## src/rtl/bin_to_bcd_display_pkg.sv

```systemverilog
// Shared types and constants for the binary-to-BCD seven-segment display block.
// Segment constants are active-high, ordered gfedcba.
package bin_to_bcd_display_pkg;

  typedef enum logic [1:0] {
    IDLE  = 2'd0,
    SHIFT = 2'd1,
    LATCH = 2'd2
  } state_t;

  // Entry d holds the lit segments for decimal digit d.
  localparam logic [9:0][6:0] SEG_DIGIT = {
    7'h6F,  // 9
    7'h7F,  // 8
    7'h07,  // 7
    7'h7D,  // 6
    7'h6D,  // 5
    7'h66,  // 4
    7'h4F,  // 3
    7'h5B,  // 2
    7'h06,  // 1
    7'h3F   // 0
  };

  localparam logic [6:0] SEG_BLANK = 7'h00;

  // Largest value representable in the given number of decimal digits.
  function automatic int unsigned max_value(input int digits);
    int unsigned p;
    p = 1;
    for (int i = 0; i < digits; i++) p = p * 10;
    return p - 1;
  endfunction

endpackage

```

## src/rtl/bin_to_bcd_display_if.sv

```systemverilog
// Request/result bundle between a binary producer and the BCD display block.
// Handshake: start is a request taken on a rising clock edge only while busy
// is low; done pulses for one cycle when bcd/seg/overflow carry a new result.
interface bin_to_bcd_display_if #(
  parameter int WIDTH  = 14,
  parameter int DIGITS = 4
);
  logic                  start;
  logic [WIDTH-1:0]      bin;
  logic                  busy;
  logic                  done;
  logic                  overflow;
  logic [4*DIGITS-1:0]   bcd;
  logic [7*DIGITS-1:0]   seg;

  modport master (
    output start, bin,
    input  busy, done, overflow, bcd, seg
  );

  modport slave (
    input  start, bin,
    output busy, done, overflow, bcd, seg
  );
endinterface

```

## src/rtl/bin_to_bcd_display_seg7_encode.sv

```systemverilog
// One seven-segment digit: BCD digit plus blank request to gfedcba segments.
// Codes 10-15 cannot occur in a valid result and are shown blank.
module seg7_encode
  import bin_to_bcd_display_pkg::*;
#(
  parameter bit SEG_ACTIVE_LOW = 1'b1
) (
  input  logic [3:0] digit,
  input  logic       blank,
  output logic [6:0] seg
);
  logic [6:0] raw;

  always_comb begin
    raw = SEG_BLANK;
    if (!blank && (digit <= 4'd9)) raw = SEG_DIGIT[digit];
    seg = SEG_ACTIVE_LOW ? ~raw : raw;
  end
endmodule

```

## src/rtl/bin_to_bcd_display.sv

```systemverilog
// Sequential double-dabble converter with registered BCD and seven-segment
// outputs; results only change when a whole conversion has completed.
module bin_to_bcd_display
  import bin_to_bcd_display_pkg::*;
#(
  parameter int WIDTH          = 14,
  parameter int DIGITS         = 4,
  parameter bit SEG_ACTIVE_LOW = 1'b1,
  parameter bit BLANK_LEADING  = 1'b0
) (
  input  logic                  clock,
  input  logic                  reset,
  bin_to_bcd_display_if.slave   bus,
  output state_t                dbg_state
);
  localparam int unsigned      MAX_VAL  = max_value(DIGITS);
  localparam int               CW       = $clog2(WIDTH + 1);
  localparam int               BW       = 4 * DIGITS;
  localparam int               SW       = 7 * DIGITS;
  localparam logic [SW-1:0]    SEG_OFF  = {SW{SEG_ACTIVE_LOW}};
  localparam logic [CW-1:0]    CNT_LOAD = CW'(WIDTH);
  localparam logic [WIDTH-1:0] MAX_W    = WIDTH'(MAX_VAL);

  state_t           state;
  logic [WIDTH-1:0] shreg;
  logic [BW-1:0]    scratch;
  logic [CW-1:0]    cnt;
  logic             pending_ovf;
  logic             busy_q;
  logic             done_q;
  logic             ovf_q;
  logic [BW-1:0]    bcd_q;
  logic [SW-1:0]    seg_q;

  logic             over;
  logic [BW-1:0]    scratch_adj;
  logic [DIGITS-1:0] blank;
  logic             zero_above;
  logic [SW-1:0]    seg_next;

  assign over = 64'(bus.bin) > 64'(MAX_VAL);

  // Add-3 correction so each digit carries correctly on the following shift.
  always_comb begin
    scratch_adj = scratch;
    for (int i = 0; i < DIGITS; i++) begin
      if (scratch[4*i +: 4] >= 4'd5) scratch_adj[4*i +: 4] = scratch[4*i +: 4] + 4'd3;
    end
  end

  // A digit is blanked when it and every more significant digit are zero.
  always_comb begin
    blank      = '0;
    zero_above = 1'b1;
    for (int i = DIGITS - 1; i > 0; i--) begin
      zero_above = zero_above && (scratch[4*i +: 4] == 4'd0);
      blank[i]   = BLANK_LEADING && zero_above;
    end
  end

  for (genvar g = 0; g < DIGITS; g++) begin : g_enc
    seg7_encode #(.SEG_ACTIVE_LOW(SEG_ACTIVE_LOW)) u_enc (
      .digit (scratch[4*g +: 4]),
      .blank (blank[g]),
      .seg   (seg_next[7*g +: 7])
    );
  end

  always_ff @(posedge clock or negedge reset) begin
    if (!reset) begin
      state       <= IDLE;
      shreg       <= '0;
      scratch     <= '0;
      cnt         <= '0;
      pending_ovf <= 1'b0;
      busy_q      <= 1'b0;
      done_q      <= 1'b0;
      ovf_q       <= 1'b0;
      bcd_q       <= '0;
      seg_q       <= SEG_OFF;
    end else begin
      done_q <= 1'b0;
      case (state)
        IDLE: begin
          if (bus.start) begin
            shreg       <= over ? MAX_W : bus.bin;
            scratch     <= '0;
            pending_ovf <= over;
            cnt         <= CNT_LOAD;
            busy_q      <= 1'b1;
            state       <= SHIFT;
          end
        end
        SHIFT: begin
          scratch <= {scratch_adj[BW-2:0], shreg[WIDTH-1]};
          shreg   <= {shreg[WIDTH-2:0], 1'b0};
          // Carry out of the top digit is impossible for a clamped value; kept as a guard.
          pending_ovf <= pending_ovf | scratch_adj[BW-1];
          cnt     <= cnt - 1'b1;
          if (cnt == CW'(1)) state <= LATCH;
        end
        LATCH: begin
          bcd_q  <= scratch;
          seg_q  <= seg_next;
          ovf_q  <= pending_ovf;
          done_q <= 1'b1;
          busy_q <= 1'b0;
          state  <= IDLE;
        end
        default: state <= IDLE;
      endcase
    end
  end

  assign bus.busy     = busy_q;
  assign bus.done     = done_q;
  assign bus.overflow = ovf_q;
  assign bus.bcd      = bcd_q;
  assign bus.seg      = seg_q;
  assign dbg_state    = state;
endmodule

```

## src/flat_wrapper.sv

```systemverilog
// flat-port wrapper written by rule: the top's interface ports become plain ports
module bin_to_bcd_display_flat import bin_to_bcd_display_pkg::*;
#(
  parameter int WIDTH          = 14,
  parameter int DIGITS         = 4,
  parameter bit SEG_ACTIVE_LOW = 1'b1,
  parameter bit BLANK_LEADING  = 1'b0
)
  (clock, reset, dbg_state, bus_start, bus_bin, bus_busy, bus_done, bus_overflow, bus_bcd, bus_seg);
  bin_to_bcd_display_if #(.WIDTH(WIDTH), .DIGITS(DIGITS)) bus_i ();
  input  logic clock;
  input  logic reset;
  output state_t dbg_state;
  input wire logic [$bits(bus_i.start)-1:0] bus_start;
  input wire logic [$bits(bus_i.bin)-1:0] bus_bin;
  output wire logic [$bits(bus_i.busy)-1:0] bus_busy;
  output wire logic [$bits(bus_i.done)-1:0] bus_done;
  output wire logic [$bits(bus_i.overflow)-1:0] bus_overflow;
  output wire logic [$bits(bus_i.bcd)-1:0] bus_bcd;
  output wire logic [$bits(bus_i.seg)-1:0] bus_seg;
  assign bus_i.start = bus_start;
  assign bus_i.bin = bus_bin;
  assign bus_busy = bus_i.busy;
  assign bus_done = bus_i.done;
  assign bus_overflow = bus_i.overflow;
  assign bus_bcd = bus_i.bcd;
  assign bus_seg = bus_i.seg;
  bin_to_bcd_display #(.WIDTH(WIDTH), .DIGITS(DIGITS), .SEG_ACTIVE_LOW(SEG_ACTIVE_LOW), .BLANK_LEADING(BLANK_LEADING)) u_core (.clock(clock), .reset(reset), .bus(bus_i), .dbg_state(dbg_state));
endmodule
```

## config.mk

```make
export PLATFORM = sky130hd
export DESIGN_NAME = bin_to_bcd_display_flat
export DESIGN_NICKNAME = d
export VERILOG_FILES = /design/src/rtl/bin_to_bcd_display_pkg.sv /design/src/rtl/bin_to_bcd_display_if.sv /design/src/rtl/bin_to_bcd_display_seg7_encode.sv /design/src/rtl/bin_to_bcd_display.sv /design/src/flat_wrapper.sv
export SDC_FILE = /design/constraint.sdc
export NUM_CORES = 1
export LEC_CHECK = 0
export ABC_AREA = 1
export BUFFER_PORTS_ARGS = -buffer_cell sky130_fd_sc_hd__buf_2
export CORE_ASPECT_RATIO = 1.25
export CORE_UTILIZATION = 45
export CTS_BUF_LIST = sky130_fd_sc_hd__clkbuf_4 sky130_fd_sc_hd__clkbuf_8
export CTS_CLUSTER_DIAMETER = 50
export DETAILED_ROUTE_END_ITERATION = 10
export MAX_ROUTING_LAYER = met4
export PLACE_DENSITY = 0.66
export SYNTH_ARGS = -nofsm -noshare
export SYNTH_HDL_FRONTEND = slang
export SYNTH_SLANG_ARGS = --single-unit
```

## constraint.sdc

```tcl
create_clock -name clock -period 1.6 [get_ports clock]
set_input_delay 0.24 -clock clock [delete_from_list [all_inputs] [get_ports clock]]
set_output_delay 0.24 -clock clock [all_outputs]
set_load 0.02 [all_outputs]
```

==> results of run 1 <==
## cells in the mapped netlist, types with 2 or more instances
library cell,number
a21oi_1,32
a22oi_1,6
a31oi_1,3
buf_2,10
buf_6,3
clkbuf_2,3
dfrtp_1,56
dfstp_2,28
ha_1,26
inv_1,39
inv_2,5
nand2_1,106
nand2_4,2
nand3_1,37
nand4_1,2
nor2_1,32
o2111ai_1,2
o211ai_1,4
o21ai_0,54
o22a_1,4
o22ai_1,3
or2_2,5
## final cells by class
class,instances,area [µm²]
clock buffers,14,173.9
clock inverters,2,10.01
well taps,120,150.1
multi-input cells,325,1777
inverters,44,167.7
repair buffers,85,505.5
flip-flops and latches,84,2141
fillers,856,3919
## report_power, final
group	total, mW	leakage [nW]	switching, mW	internal [mW]
sequential	3.69	0.958	0.610	3.08
clock	1.41	0.101	0.712	0.697
combinational	4.58	1.40	2.87	1.71
total	9.68	2.46	4.20	5.48
## metal layers
| metal | part of all wire | global-route usage | vias up |
|---|---|---|---|
| met1 | 0.47 | 0.2591 | 1642 |
| met4 | 0.016 | 0.09793 | 0 |
| li1 | - | - | 1724 |
| met5 | 0 | - | - |
| met2 | 0.49 | 0.3275 | 65 |
| met3 | 0.027 | 0.02477 | 9 |
## tightest hold or removal path: stages
cell and delay [ns]:
buf_2 0.07, nand2_1 0.04, nand4_1 0.08
## stage by stage
step / hold slack [ns] / std cells / worst slack [ns]
after floorplan: -0.05559 / 470 / 0.1986
after global placement: 0.1222 / 655 / 0.1116
after detailed placement: 0.1237 / 655 / 0.01734
after CTS: 0.1005 / 672 / 0.01975
after global routing: 0.1149 / 674 / 0.01227
final: 0.1074 / 674 / 0.1279
## placed cells by master, fill, tap and decap left out, types with 4 or more instances in the layout
| cell | count |
|---|---|
| a21oi_1 | 32 |
| a22oi_1 | 6 |
| buf_2 | 64 |
| buf_4 | 18 |
| clkbuf_8 | 11 |
| dfrtp_1 | 53 |
| dfstp_2 | 28 |
| ha_1 | 26 |
| inv_1 | 33 |
| inv_2 | 10 |
| nand2_1 | 106 |
| nand3_1 | 36 |
| nor2_1 | 32 |
| o211ai_1 | 4 |
| o21ai_0 | 50 |
| o21ai_1 | 5 |
| o22a_1 | 4 |
| or2_2 | 5 |
## worst max path at each step
stage	slack, ns	cells after the start	start	endpoint
after CTS	0.02	7	u_core.scratch[0]	u_core.scratch[1]
after floorplan	0.20	8	u_core.scratch[8]	u_core.scratch[9]
final	0.13	8	u_core.scratch[0]	u_core.scratch[1]
after detailed placement	0.02	9	u_core.scratch[9]	u_core.scratch[9]
after global routing	0.01	7	u_core.dbg_state[0]	u_core.shreg[9]
after global placement	0.11	7	u_core.scratch[0]	u_core.scratch[1]
## timing repair
action | in CTS | in global routing
cloned | 0 | 0
hold endpoints to repair | 15 | 0
resized for setup | 1 | 14
hold buffers | 1 | 0
setup endpoints to repair | 1 | 14
setup buffers | 0 | 2
pin swaps | 0 | 0
## sequential cells by signal, indices dropped and copies added, names as in the netlist
name / count
u_core.bus.busy: 1
u_core.pending_ovf: 1
u_core.bus.done: 1
u_core.bus.overflow: 1
u_core.dbg_state: 2
u_core.cnt: 4
u_core.scratch: 16
u_core.bus.seg: 28
u_core.bus.bcd: 16
u_core.shreg: 14
## cells by family (layout without fill, tap and decap cells)
kind of cell    count (synthesis)  after routing  share of synthesized area
compound gates                112            112                     0.1529
buf+inv                        61            145                    0.06495
flops                          84             84                     0.5112
xor+xnor                        1              1                   0.002096
simple gates                  186            186                     0.1910
fa+ha+maj                      26             26                    0.07782
==> impl_metrics.json, run 1 <==
{
  "grt_start_max_net_pins": 37,
  "max_stage_delay_ns": 0.45,
  "period_share": 0.9201,
  "start_util": 0.4727,
  "die_area_um2": 9681,
  "dieWidth_um": 88.21,
  "synth_area_leader_cell": "dfrtp_1",
  "diodes": 0,
  "worst_pin_slew_ns": 0.3068,
  "fin_skew_ns": 0.006833,
  "cts.sinks": 84,
  "synth.area.top_cells": "dfrtp_1 (34%), dfstp_2 (18%), nand2_1 (9.5%)",
  "grt_usage": 0.2052,
  "fmax_mhz": 679.3,
  "wl_um": 8743,
  "slew_violations": 0,
  "synth-seq-area-share": 0.5112,
  "synthArstFlopShare": 1.000,
  "fp.coreArea_um2": 8843,
  "reg2reg_depth": 8,
  "drive_above_1_share": 0.2762,
  "yosys_warnings": 0,
  "final_nets": 592,
  "cap_violations": 0,
  "io_pins": 66,
  "h-tree-depth": 3,
  "cp_top_family": "flip-flops",
  "grt_pass1_wl_um": 14900,
  "cts_root_buf": "clkbuf_8",
  "drtAntennaViolNets": 0,
  "required_ns": 1.87,
  "rr_startpoint": "u_core.scratch[0]",
  "holdPathEnd": "u_core.shreg[2]",
  "dr.pass1.iters": 4,
  "hp-start": "bus_bin[2]",
  "whs_path_depth": 3,
  "period_minus_slack_ns": 1.472,
  "fp.dieH_um": 109.8,
  "synth-edff-count": 0,
  "critPathCaptureType": "register",
  "synth_top_area_share": 0.3352,
  "powerDensity_nw_per_um2": 1966,
  "drt-initial-drc-count": 164,
  "setup_viol": 0,
  "path_max_fanout": 7,
  "power_leakage_nw": 2.457,
  "cp-start-kind": "register",
  "post_drt_wl_per_cell_um": 12.97,
  "cts_made_buffers": 9,
  "ff2ff_setup_slack_ns": 0.13,
  "syn_avg_cell_area_um2": 8.894,
  "clk_path_buf_depth": 2,
  "critPathKind": "reg -> reg",
  "rsz0062_at_grt": "no",
  "hold_path_class": "in -> reg",
  "grt_pass1_vias": 3275,
  "clkLatencyLatePin_ns": 0.36,
  "place_area_um2": 4705,
  "ys_types": 30,
  "cp.arrival_ns": 1.75,
  "syn_nets": 513,
  "relSlewSlack": 0.7953,
  "port_buffers": 65,
  "via_per_inst": 5.104,
  "setup_tns_ns": 0,
  "gp_congestion": 0.8601,
  "tritoncts": "done",
  "crit_buf_inv": 2,
  "final_cell_area_um2": 4925,
  "hpwlAfterDp_um": 6429,
  "antenna_found_initial": 0,
  "drcViolationCount": 0,
  "r2r-end": "u_core.scratch[1]",
  "syn_inst": 470,
  "power_mw": 9.680,
  "dr_total_vias": 3440,
  "rows": 38,
  "globalRoute.totalOverflow": 0,
  "synth.ff_latch_count": 84,
  "syn2layout_area_growth_pct": 17.81,
  "netlist_area_um2": 4180,
  "post-route-util": 0.5569,
  "outcome": "finished, final reports clean",
  "path_cells": "inv_2 > ha_1 > inv_1 > nand2_1 > nand3_1 > a21oi_1 > o21ai_1 > o21ai_0",
  "vdd_drop_max_v": 0.0008460,
  "clk_pin_slew_ns": 0.08,
  "synth_ff_type": "dfrtp_1",
  "hold_violations": 0,
  "cpMaxStageDelayCell": "dfrtp_2"
}
(Power assumes the default switching activity.)
==> run 2, diff against run 1 <==
--- a/config.mk
+++ b/config.mk
@@ -14,6 +14,7 @@
 export DETAILED_ROUTE_END_ITERATION = 10
 export MAX_ROUTING_LAYER = met4
 export PLACE_DENSITY = 0.66
+export REMOVE_ABC_BUFFERS = 1
 export SYNTH_ARGS = -nofsm -noshare
 export SYNTH_HDL_FRONTEND = slang
 export SYNTH_SLANG_ARGS = --single-unit
==> run 2 against run 1 <==
Sequential cell count unchanged. Die area unchanged. Wire length increased by 4.3%. Register-to-register slack about the same. Critical path type unchanged. First-iteration DRC count decreased by 4.9%. Design area increased by 1.1%. Clock power increased by 24%. Global-route usage increased by 0.95 points. Worst setup slack improved by 0.0023 ns. Critical endpoint is now u_core.scratch[10]. Worst hold slack improved by 0.0029 ns. Combinational power about the same. Highest routed layer unchanged.
==> impl_metrics.json, run 2 (same netlist as run 1, synthesis figures left out) <==
{
  "relSlewSlack": 0.7825,
  "whs_ns": 0.1103,
  "cts_root_buf": "clkbuf_8",
  "dp_slack_ns": -0.002473,
  "fp.coreArea_um2": 8843,
  "h-tree-depth": 3,
  "cap_violations": 0,
  "globalRoute.totalOverflow": 0,
  "holdPathEnd": "u_core.shreg[2]",
  "vdd_drop_max_v": 0.0008197,
  "port_buffers": 65,
  "final_nets": 590,
  "hp-start": "bus_bin[2]",
  "required_ns": 1.84,
  "clk_path_buf_depth": 2,
  "period_share": 0.9186,
  "worst_slack_ns": 0.1302,
  "syn2layout_area_growth_pct": 19.10,
  "r2r-end": "u_core.scratch[10]",
  "path_max_fanout": 6,
  "io_pins": 66,
  "largest_register_ffs": 28,
  "worst_pin_slew_ns": 0.3260,
  "grt_pass1_vias": 3423,
  "reg2reg_depth": 9,
  "p_switching_mw": 4.334,
  "setup_tns_ns": 0,
  "power_leakage_nw": 2.453,
  "cp-start-kind": "register",
  "drcViolationCount": 0,
  "rows": 38,
  "place_area_um2": 4697,
  "post_drt_wl_per_cell_um": 13.57,
  "critPathKind": "reg -> reg",
  "drt-initial-drc-count": 156,
  "rr_startpoint": "u_core.scratch[8]",
  "die_area_um2": 9681,
  "tritoncts": "done",
  "hold_path_class": "in -> reg",
  "clkLatencyLatePin_ns": 0.37,
  "critPathCaptureType": "register",
  "grt_usage": 0.2147,
  "start_util": 0.4727,
  "wl_um": 9116,
  "cts.sinks": 84,
  "p_comb_frac": 0.457,
  "clk_pin_slew_ns": 0.08,
  "hpwlAfterDp_um": 6374,
  "final_cell_mix": "nand2_1 (106), buf_2 (64), o21ai_0 (53)",
  "fmax_mhz": 680.4,
  "drtAntennaViolNets": 0,
  "ff2ff_setup_slack_ns": 0.13,
  "outcome": "finished, final reports clean",
  "gp_congestion": 0.8347,
  "dieWidth_um": 88.21,
  "p_clk_frac": 0.174,
  "cts_made_buffers": 9,
  "via_per_inst": 5.124,
  "grt_start_max_net_pins": 37,
  "antenna_found_initial": 0,
  "whs_path_depth": 3,
  "cp.arrival_ns": 1.71,
  "setup_viol": 0,
  "dr_total_vias": 3443,
  "slew_violations": 0,
  "pwr-share-seq": 0.369,
  "powerDensity_nw_per_um2": 2023,
  "fp.dieH_um": 109.8,
  "fin_skew_ns": 0.006490,
  "drive_above_1_share": 0.2862,
  "period_minus_slack_ns": 1.470,
  "hold_violations": 0,
  "netSwitchingFraction": 0.4303,
  "grt_pass1_wl_um": 15570,
  "fillers": 850,
  "dr.pass1.iters": 4,
  "internal_power_mw": 5.737,
  "diodes": 0,
  "final_common_cell": "nand2_1",
  "final_cell_area_um2": 4979
}
==> run 2: how the worst max path moves through the flow <==
stage / start / end / slack (ns) / cells after the start
after CTS: u_core.scratch[9] / u_core.bus.seg[17] / 0.02 / 9
final: u_core.scratch[8] / u_core.scratch[10] / 0.13 / 9
after global placement: u_core.scratch[8] / u_core.scratch[10] / 0.08 / 8
after floorplan: u_core.dbg_state[1] / u_core.bus.seg[21] / -0.18 / 5
after global routing: u_core.scratch[4] / u_core.scratch[5] / -0.004 / 9
after detailed placement: u_core.scratch[8] / u_core.scratch[10] / -0.002 / 8
==> run 2: timing repair <==
action,4_1_cts,5_1_grt
buffers inserted,0,1
hold buffers,1,0
endpoints found under the hold margin,16,0
resized for setup,1,19
setup endpoints to repair,2,15
==> run 2: power groups by stage <==
stage               Combinational (mW)  Clock (mW)  Sequential (mW)
floorplan                         2.72           0             4.07
global placement                  4.44           0             3.68
detailed placement                4.52           0             3.71
CTS                               4.55        1.79             3.68
global route                      5.30        1.85             3.83
finish                            4.60        1.75             3.72
==> run 2: metrics by stage <==
step	std cells	util	power, mW
after CTS	671	0.5589	10.02
after detailed placement	654	0.5311	8.233
final	672	0.5630	10.07
after global routing	672	0.5630	10.98
after floorplan	453	-	6.783
after global placement	654	0.5311	8.124
==> run 2: worst max-delay path, cell delays in order (launching register included) <==
cell and delay (ns):
dfrtp_2 0.46, inv_2 0.11, ha_1 0.17, inv_1 0.07, nor2_1 0.16, o21ai_2 0.09, inv_1 0.08, nand2_1 0.05
nand3_1 0.06, o21ai_0 0.07
==> run 2: area by class of cell <==
cell class / instances / area, µm² / share of cell area
clock buffer: 11 / 151.4 / 0.03041
timing repair buffer: 83 / 490.5 / 0.09852
clock inverter: 5 / 83.83 / 0.01684
inverter: 44 / 170.2 / 0.03418
tap: 120 / 150.1 / 0.03016
multi-input combinational: 325 / 1790 / 0.3596
sequential: 84 / 2142 / 0.4303
==> run 2: layer usage <==
layer / share of wire / global-route usage / vias up
li1: - / - / 1713
met2: 0.49 / 0.3478 / 82
met5: 0 / - / -
met4: 0.022 / 0.08756 / 0
met3: 0.038 / 0.03979 / 18
met1: 0.45 / 0.2637 / 1630
